==> src/rtl/dac_update_sequencer.sv <==
// -----------------------------------------------------------------------------
// dac_update_sequencer
//
// Purpose:
//   Holds one shadow DAC code per channel and remembers which channels changed.
//   Each changed channel is sent as one 16-bit command word
//   {1'b0, channel, code} to the fifo2shiftreg serializer FIFO. Channels are
//   served round-robin, starting after the last channel sent. The block waits
//   while the FIFO reports FULL.
//
// Ports:
//   CLK         system clock; also the serializer FIFO write clock
//   RESET       synchronous, active-high reset
//   CFG_WE      write strobe: store CFG_DATA into channel CFG_ADDR and mark it dirty
//   CFG_ADDR    channel index for CFG_WE
//   CFG_DATA    new DAC code for CFG_WE
//   UPDATE_ALL  one-cycle pulse that marks every channel dirty
//   FIFO_FULL   serializer FIFO FULL
//   FIFO_DIN    command word to the serializer FIFO
//   FIFO_WR_EN  FIFO write enable; one word is written per high cycle
//   BUSY        high while the sequencer is not idle
//   DONE        one-cycle pulse when the dirty set has drained
//
// Configuration:
//   DAC_SEQ_LDAC_EN  When this is defined, a batch that pushed at least one
//                    word ends with the load-DAC word 16'h8000. DONE then
//                    pulses after that word has been accepted.
// -----------------------------------------------------------------------------
module dac_update_sequencer #(
    parameter int NCH      = 8,
    parameter int CH_BITS  = 3,
    parameter int VAL_BITS = 12
) (
    input  logic                CLK,
    input  logic                RESET,
    input  logic                CFG_WE,
    input  logic [CH_BITS-1:0]  CFG_ADDR,
    input  logic [VAL_BITS-1:0] CFG_DATA,
    input  logic                UPDATE_ALL,
    input  logic                FIFO_FULL,
    output logic [15:0]         FIFO_DIN,
    output logic                FIFO_WR_EN,
    output logic                BUSY,
    output logic                DONE
);

    typedef enum logic [1:0] {
        ST_IDLE = 2'd0,
        ST_ARB  = 2'd1,
        ST_PUSH = 2'd2
`ifdef DAC_SEQ_LDAC_EN
        , ST_LDAC = 2'd3
`endif
    } state_t;

    localparam logic [15:0] LDAC_WORD = 16'h8000;

    state_t              state;
    logic [VAL_BITS-1:0] val [NCH];
    logic [NCH-1:0]      dirty;
    logic [NCH-1:0]      dirty_nxt;
    logic [CH_BITS-1:0]  ptr;
    logic [CH_BITS-1:0]  ch_q;
    logic [15:0]         word_q;

    logic [CH_BITS-1:0]  cand;
    logic [CH_BITS-1:0]  arb_ch;
    logic                arb_hit;
    logic [15:0]         arb_word;
    logic                push_state;

`ifdef DAC_SEQ_LDAC_EN
    logic                pushed_q;   // at least one channel word was pushed in this batch
`endif

    // Round-robin search. The search starts at ptr. Index arithmetic is
    // CH_BITS wide, so it wraps modulo NCH.
    // NOTE: every signal driven in always_comb gets a default first. Without
    // one, a path that skips the assignment infers a latch.
    always_comb begin
        arb_hit = 1'b0;
        arb_ch  = ptr;
        cand    = ptr;
        for (int i = 0; i < NCH; i++) begin
            cand = ptr + CH_BITS'(i);
            if (!arb_hit && dirty[cand]) begin
                arb_hit = 1'b1;
                arb_ch  = cand;
            end
        end
    end

    // Command word: the channel sits directly above the code, with zero
    // padding up to bit 14. Bit 15 stays clear for channel words.
    assign arb_word = {1'b0, (15'(arb_ch) << VAL_BITS) | 15'(val[arb_ch])};

    // Next dirty set. Assignments later in this block win. So if CFG_WE hits
    // the channel that ARB is clearing in the same cycle, the bit stays set
    // and that channel is sent again with its new code.
    always_comb begin
        dirty_nxt = dirty;
        if (state == ST_ARB && arb_hit) begin
            dirty_nxt[arb_ch] = 1'b0;
        end
        if (UPDATE_ALL) begin
            dirty_nxt = '1;
        end
        if (CFG_WE) begin
            dirty_nxt[CFG_ADDR] = 1'b1;
        end
    end

    always_comb begin
        push_state = (state == ST_PUSH);
`ifdef DAC_SEQ_LDAC_EN
        push_state = push_state | (state == ST_LDAC);
`endif
    end

    // The write enable is combinational on FULL. This means a word is never
    // offered in a cycle where the FIFO reports full.
    assign FIFO_WR_EN = push_state & ~FIFO_FULL;
    assign FIFO_DIN   = word_q;

    // NOTE: all state in this block uses non-blocking assignments. Every
    // register then updates from the values present before the clock edge.
    always_ff @(posedge CLK) begin
        if (RESET) begin
            state  <= ST_IDLE;
            dirty  <= '0;
            ptr    <= '0;
            ch_q   <= '0;
            word_q <= '0;
            BUSY   <= 1'b0;
            DONE   <= 1'b0;
            // NOTE: the shadow codes are cleared on reset. This is why they
            // are built from flops and not from an inferred RAM, which has no
            // reset.
            for (int i = 0; i < NCH; i++) begin
                val[i] <= '0;
            end
`ifdef DAC_SEQ_LDAC_EN
            pushed_q <= 1'b0;
`endif
        end else begin
            dirty <= dirty_nxt;
            DONE  <= 1'b0;

            if (CFG_WE) begin
                val[CFG_ADDR] <= CFG_DATA;
            end

            case (state)
                ST_IDLE: begin
                    if (|dirty) begin
                        state <= ST_ARB;
                        BUSY  <= 1'b1;
                    end
                end

                ST_ARB: begin
                    if (arb_hit) begin
                        // The latched word keeps the code as it was at this
                        // edge. A write to the same channel in this cycle
                        // goes out in a later word.
                        word_q <= arb_word;
                        ch_q   <= arb_ch;
                        state  <= ST_PUSH;
                    end else begin
`ifdef DAC_SEQ_LDAC_EN
                        if (pushed_q) begin
                            word_q <= LDAC_WORD;
                            state  <= ST_LDAC;
                        end else begin
                            state <= ST_IDLE;
                            BUSY  <= 1'b0;
                            DONE  <= 1'b1;
                        end
`else
                        state <= ST_IDLE;
                        BUSY  <= 1'b0;
                        DONE  <= 1'b1;
`endif
                    end
                end

                ST_PUSH: begin
                    if (!FIFO_FULL) begin
                        // The word was written this cycle. The next search
                        // starts just after the channel that was sent.
                        ptr   <= ch_q + CH_BITS'(1);
                        state <= ST_ARB;
`ifdef DAC_SEQ_LDAC_EN
                        pushed_q <= 1'b1;
`endif
                    end
                end

`ifdef DAC_SEQ_LDAC_EN
                ST_LDAC: begin
                    if (!FIFO_FULL) begin
                        state    <= ST_IDLE;
                        BUSY     <= 1'b0;
                        DONE     <= 1'b1;
                        pushed_q <= 1'b0;
                    end
                end
`endif

                default: begin
                    state <= ST_IDLE;
                    BUSY  <= 1'b0;
                end
            endcase
        end
    end

endmodule

==> config.mk <==
export PLATFORM = sky130hd
export DESIGN_NAME = dac_update_sequencer
export DESIGN_NICKNAME = d
export VERILOG_FILES = /design/src/rtl/dac_update_sequencer.sv
export SDC_FILE = /design/constraint.sdc
export NUM_CORES = 1
export LEC_CHECK = 0
export ABC_CLOCK_PERIOD_IN_PS = 6600
export CORE_MARGIN = 8
export CORE_UTILIZATION = 30
export CTS_BUF_LIST = sky130_fd_sc_hd__clkbuf_4
export CTS_CLUSTER_SIZE = 16
export DETAILED_ROUTE_END_ITERATION = 8
export PLACE_DENSITY = 0.42
export SLEW_MARGIN = 10
export SYNTH_ARGS = -nofsm -noshare
export SYNTH_HDL_FRONTEND = slang
export SYNTH_SLANG_ARGS = --single-unit
==> constraint.sdc <==
create_clock -name CLK -period 6.6 [get_ports CLK]
set_clock_uncertainty 0.1 [all_clocks]
set_input_delay 1.32 -clock CLK [delete_from_list [all_inputs] [get_ports CLK]]
set_output_delay 1.32 -clock CLK [all_outputs]
set_load 0.03 [all_outputs]
==> summary.txt <==
====================================================================================================
Count of state elements after synthesis ...............................................          126
Wire length of the first global-routing pass ..........................................     29300 um
Number of global-route vias before repair .............................................         4667
Worst min-delay path class ............................................................      reg2reg
Count of final max-slew check failures ................................................            0
Synth Instances .......................................................................          571
Synth Area in XOR/XNOR ................................................................       0.519%
IO Count ..............................................................................           39
Worst-case clock buffer depth .........................................................            2
Fillers ...............................................................................         2234
Clock-pin slew reported for the worst setup and hold paths after clock tree synthesis .      0.12 ns
Hold bufs inserted after CTS ..........................................................            0
Number of diodes ......................................................................            0
Largest net degree at the start of global routing .....................................           41
Total routing resource utilization after global routing ...............................        14.0%
Clock period minus final worst setup slack ............................................      5.42 ns
Async set-or-reset flop fraction in the synthesized netlist ...........................           0%
Required time of the critical path ....................................................      6.88 ns
Synth Area in Adders ..................................................................       0.556%
Inst Count DP .........................................................................          857
Dominant register cell in the synthesized netlist ..................................... sky130_fd_sc_hd__edfxtp_1
Count of cell types in the netlist ....................................................           60
Initial core utilization ..............................................................        30.2%
Post-detailed-route wirelength per cell ...............................................      21.5 um
CTS root buffer ....................................................................... sky130_fd_sc_hd__clkbuf_4
Clock sink count ......................................................................          126
Power density relative to cell area ...................................................   264 nW/um2
Netlist area before placement .........................................................     6750 um2
Least-Margin Pin Slew .................................................................      1.13 ns
Residual overflow from global routing .................................................            0
Initial antenna violation count .......................................................            0
End-of-flow core utilization ..........................................................        33.7%
Cell Rows .............................................................................           55
Die outline width .....................................................................       166 um
Final worst path period share .........................................................        82.2%
Chip Height ...........................................................................       166 um
Number of enable flip-flop cells after synthesis ......................................           96
Post-synthesis simple-gate area fraction ..............................................        17.0%
Die ar. ...............................................................................    27600 um2
Detailed-route via count ..............................................................         4486
Worst vdd ir ..........................................................................       132 uV
RSZ-0062 raised after global routing ..................................................        false
Number of setup violations in the final report ........................................            0
Net count, final ......................................................................          614
Clk_lat worst skew ....................................................................      0.55 ns
Std-Cell Core Area ....................................................................    22400 um2
Hold slack ............................................................................     0.436 ns
Type of element launching the critical path ...........................................     register
Fraction of final layout cells sized beyond drive strength 1 ..........................        14.4%
Number of detailed-route iterations in the first pass .................................            5
Post-CTS Setup Inserts ................................................................            0
Count of nets left with antenna violations after detail routing .......................            0
Run status ............................................................................ complete, no violations
Element type at the critical path end .................................................     register
WP data arrival .......................................................................      5.71 ns
Post-synthesis compound-gate area fraction ............................................        15.2%
Total routed wirelength ...............................................................     19100 um
Area Overhead vs Synth ................................................................        11.7%
Final weighted congestion in routability-driven placement .............................        0.821
Maximum level of the CTS H-tree .......................................................            4
Post-synthesis average cell area ......................................................     11.8 um2
Maximum capacitance violations ........................................................            0
Post-layout power .....................................................................      1.99 mW
Clock buffers created by TritonCTS ....................................................           17
Accumulated negative setup slack ......................................................         0 ns
Multiplexer fraction of the synthesized cell area .....................................        10.9%
Type of the worst setup path ..........................................................      reg2reg
Number of DRC markers after the initial detailed-route iteration ......................          314
Total of cells resized after clock tree synthesis .....................................            0
Hold violation total from the final report ............................................            0
Max_slew headroom .....................................................................        24.2%
Main combinational cell family by area after synthesis ................................ simple AND/OR/NAND/NOR gates
Number of remaining DRC errors ........................................................            0
DP Wirelength .........................................................................     12600 um
Number of port buffers ................................................................           37
Post-detailed-route via-to-cell ratio .................................................         5.05
Filler-free cell count of the finished design .........................................          889
Leakage Power .........................................................................      2.61 nW
Highest Clock Rate ....................................................................      184 MHz
Crit Path Max Fanout ..................................................................           36
CTS tree ..............................................................................        built
Syn Nets ..............................................................................          594
Ys Warns ..............................................................................            0
Post-synthesis sequential area ratio ..................................................        51.6%
====================================================================================================
[final timing paths]
kind / to / slack, ns / cells after the start / startpoint
max: FIFO_DIN[7] / 1.18 / 13 / ptr[0]
min: ch_q[1] / 0.44 / 2 / ch_q[1]
max reg2reg: FIFO_DIN[7] / 1.18 / 13 / ptr[0]
min reg2reg: ch_q[1] / 0.44 / 2 / ch_q[1]
[sequential cells by signal, summed over array words and instances, names as in the netlist]
| signal | count |
|---|---|
| val | 96 |
| FIFO_DIN | 12 |
| dirty | 8 |
| ch_q | 3 |
| ptr | 3 |
| state | 2 |
| BUSY | 1 |
| DONE | 1 |
[cells by family (layout without fill, tap and decap cells)]
family | Yosys count | count (layout)
and+or+nand+nor | 201 | 201
AOI/OAI and AO/OA | 127 | 127
xor gates and xnor gates | 4 | 4
other | 1 | 1
muxes | 59 | 59
adders and majority gates | 3 | 3
buffers and inverters | 50 | 83
DFF | 126 | 126
[area by class of cell]
class                      instances  area (um2)  share of cell area [%]
sequential                       126        3480                    46.2
multi-input combinational        395        3000                    39.8
timing repair buffer              44         418                    5.54
tap                              285         357                    4.73
clock inverter                    15         133                    1.76
clock buffer                      17         128                    1.69
inverter                           7        26.3                   0.348
[cells in the mapped netlist (3+ instances only)]
master,instances,share of area (%)
sky130_fd_sc_hd__a31oi_1,7,0.65
sky130_fd_sc_hd__nor2_1,39,2.2
sky130_fd_sc_hd__and2_1,111,10
sky130_fd_sc_hd__dfxtp_1,30,8.9
sky130_fd_sc_hd__or2_2,4,0.37
sky130_fd_sc_hd__xnor2_1,3,0.39
sky130_fd_sc_hd__inv_1,7,0.39
sky130_fd_sc_hd__a211oi_2,12,2.2
sky130_fd_sc_hd__nor3_1,6,0.44
sky130_fd_sc_hd__nand3_1,3,0.22
sky130_fd_sc_hd__clkbuf_1,24,1.3
sky130_fd_sc_hd__a22oi_1,4,0.44
sky130_fd_sc_hd__a211o_1,12,1.6
sky130_fd_sc_hd__a21o_1,7,0.78
sky130_fd_sc_hd__mux2i_1,44,6.5
sky130_fd_sc_hd__buf_2,5,0.37
sky130_fd_sc_hd__nor2b_1,5,0.46
sky130_fd_sc_hd__a21oi_1,26,1.9
sky130_fd_sc_hd__nand2b_1,7,0.65
sky130_fd_sc_hd__ha_1,3,0.56
sky130_fd_sc_hd__mux2_2,4,0.67
sky130_fd_sc_hd__nand2_1,10,0.56
sky130_fd_sc_hd__buf_4,5,0.56
sky130_fd_sc_hd__a221oi_1,14,1.8
sky130_fd_sc_hd__mux4_2,11,3.7
sky130_fd_sc_hd__o21ai_1,3,0.22
sky130_fd_sc_hd__buf_6,5,0.83
sky130_fd_sc_hd__o221a_1,12,2.0
sky130_fd_sc_hd__o21ai_0,12,0.89
sky130_fd_sc_hd__edfxtp_1,96,43
[per-stage QoR]
step | area, um2 | setup WS, ns
2_1_floorplan | 6750 | 2.70
3_3_place_gp | 7280 | 1.36
3_5_place_dp | 7280 | 1.18
4_1_cts | 7540 | 1.18
5_1_grt | 7540 | 0.784
6_report | 7540 | 1.18
[where the power goes]
group	total, mW	switching (mW)	leakage [nW]	internal [mW]
clock	0.499	0.338	0.138	0.161
combinational	0.539	0.335	1.29	0.204
sequential	0.951	0.0391	1.18	0.912
[layout by cell type, fill, tap and decap left out, types with 3 or more instances in the layout]
cell                              count
sky130_fd_sc_hd__buf_4                7
sky130_fd_sc_hd__inv_1                7
sky130_fd_sc_hd__a21oi_1             26
sky130_fd_sc_hd__nor3_1               5
sky130_fd_sc_hd__mux2_2               4
sky130_fd_sc_hd__xnor2_1              3
sky130_fd_sc_hd__nand2_1             10
sky130_fd_sc_hd__nand2b_1             7
sky130_fd_sc_hd__mux2i_1             44
sky130_fd_sc_hd__a21o_1               7
sky130_fd_sc_hd__and2_1             111
sky130_fd_sc_hd__nor2b_1              5
sky130_fd_sc_hd__edfxtp_1            96
sky130_fd_sc_hd__inv_8                3
sky130_fd_sc_hd__a211o_1             12
sky130_fd_sc_hd__mux4_2              11
sky130_fd_sc_hd__clkinv_4             7
sky130_fd_sc_hd__ha_1                 3
sky130_fd_sc_hd__o221a_1             12
sky130_fd_sc_hd__a31oi_1              7
sky130_fd_sc_hd__o21ai_0             12
sky130_fd_sc_hd__a22oi_1              4
sky130_fd_sc_hd__clkbuf_4            17
sky130_fd_sc_hd__nand3_1              3
sky130_fd_sc_hd__a221oi_1            14
sky130_fd_sc_hd__a211oi_2            12
sky130_fd_sc_hd__nor2_1              38
sky130_fd_sc_hd__dfxtp_1             30
sky130_fd_sc_hd__or2_2                4
sky130_fd_sc_hd__clkdlybuf4s50_1     36
[metal layers]
layer,routed length (um),vias up,global-route usage [%],part of all wire (%)
li1,-,2172,-,-
met3,886,11,3.26,4.6
met1,8520,2211,17.3,45
met5,0,-,0,0
met2,9550,92,24.4,50
met4,174,0,2.89,0.91
[critical path, stage by stage (launching register included)]
cell and delay [ns]:
sky130_fd_sc_hd__dfxtp_1 0.83, sky130_fd_sc_hd__inv_1 0.22, sky130_fd_sc_hd__ha_1 0.69, sky130_fd_sc_hd__mux2i_1 0.20, sky130_fd_sc_hd__mux4_2 0.55, sky130_fd_sc_hd__nor2b_4 0.17
sky130_fd_sc_hd__o211a_4 0.28, sky130_fd_sc_hd__and3b_1 0.27, sky130_fd_sc_hd__o31ai_4 0.24, sky130_fd_sc_hd__o41a_2 0.76, sky130_fd_sc_hd__buf_4 0.43, sky130_fd_sc_hd__mux2i_1 0.25
sky130_fd_sc_hd__o221a_1 0.22, sky130_fd_sc_hd__a211oi_2 0.07
No activity file was read; power rests on OpenSTA's default activity.
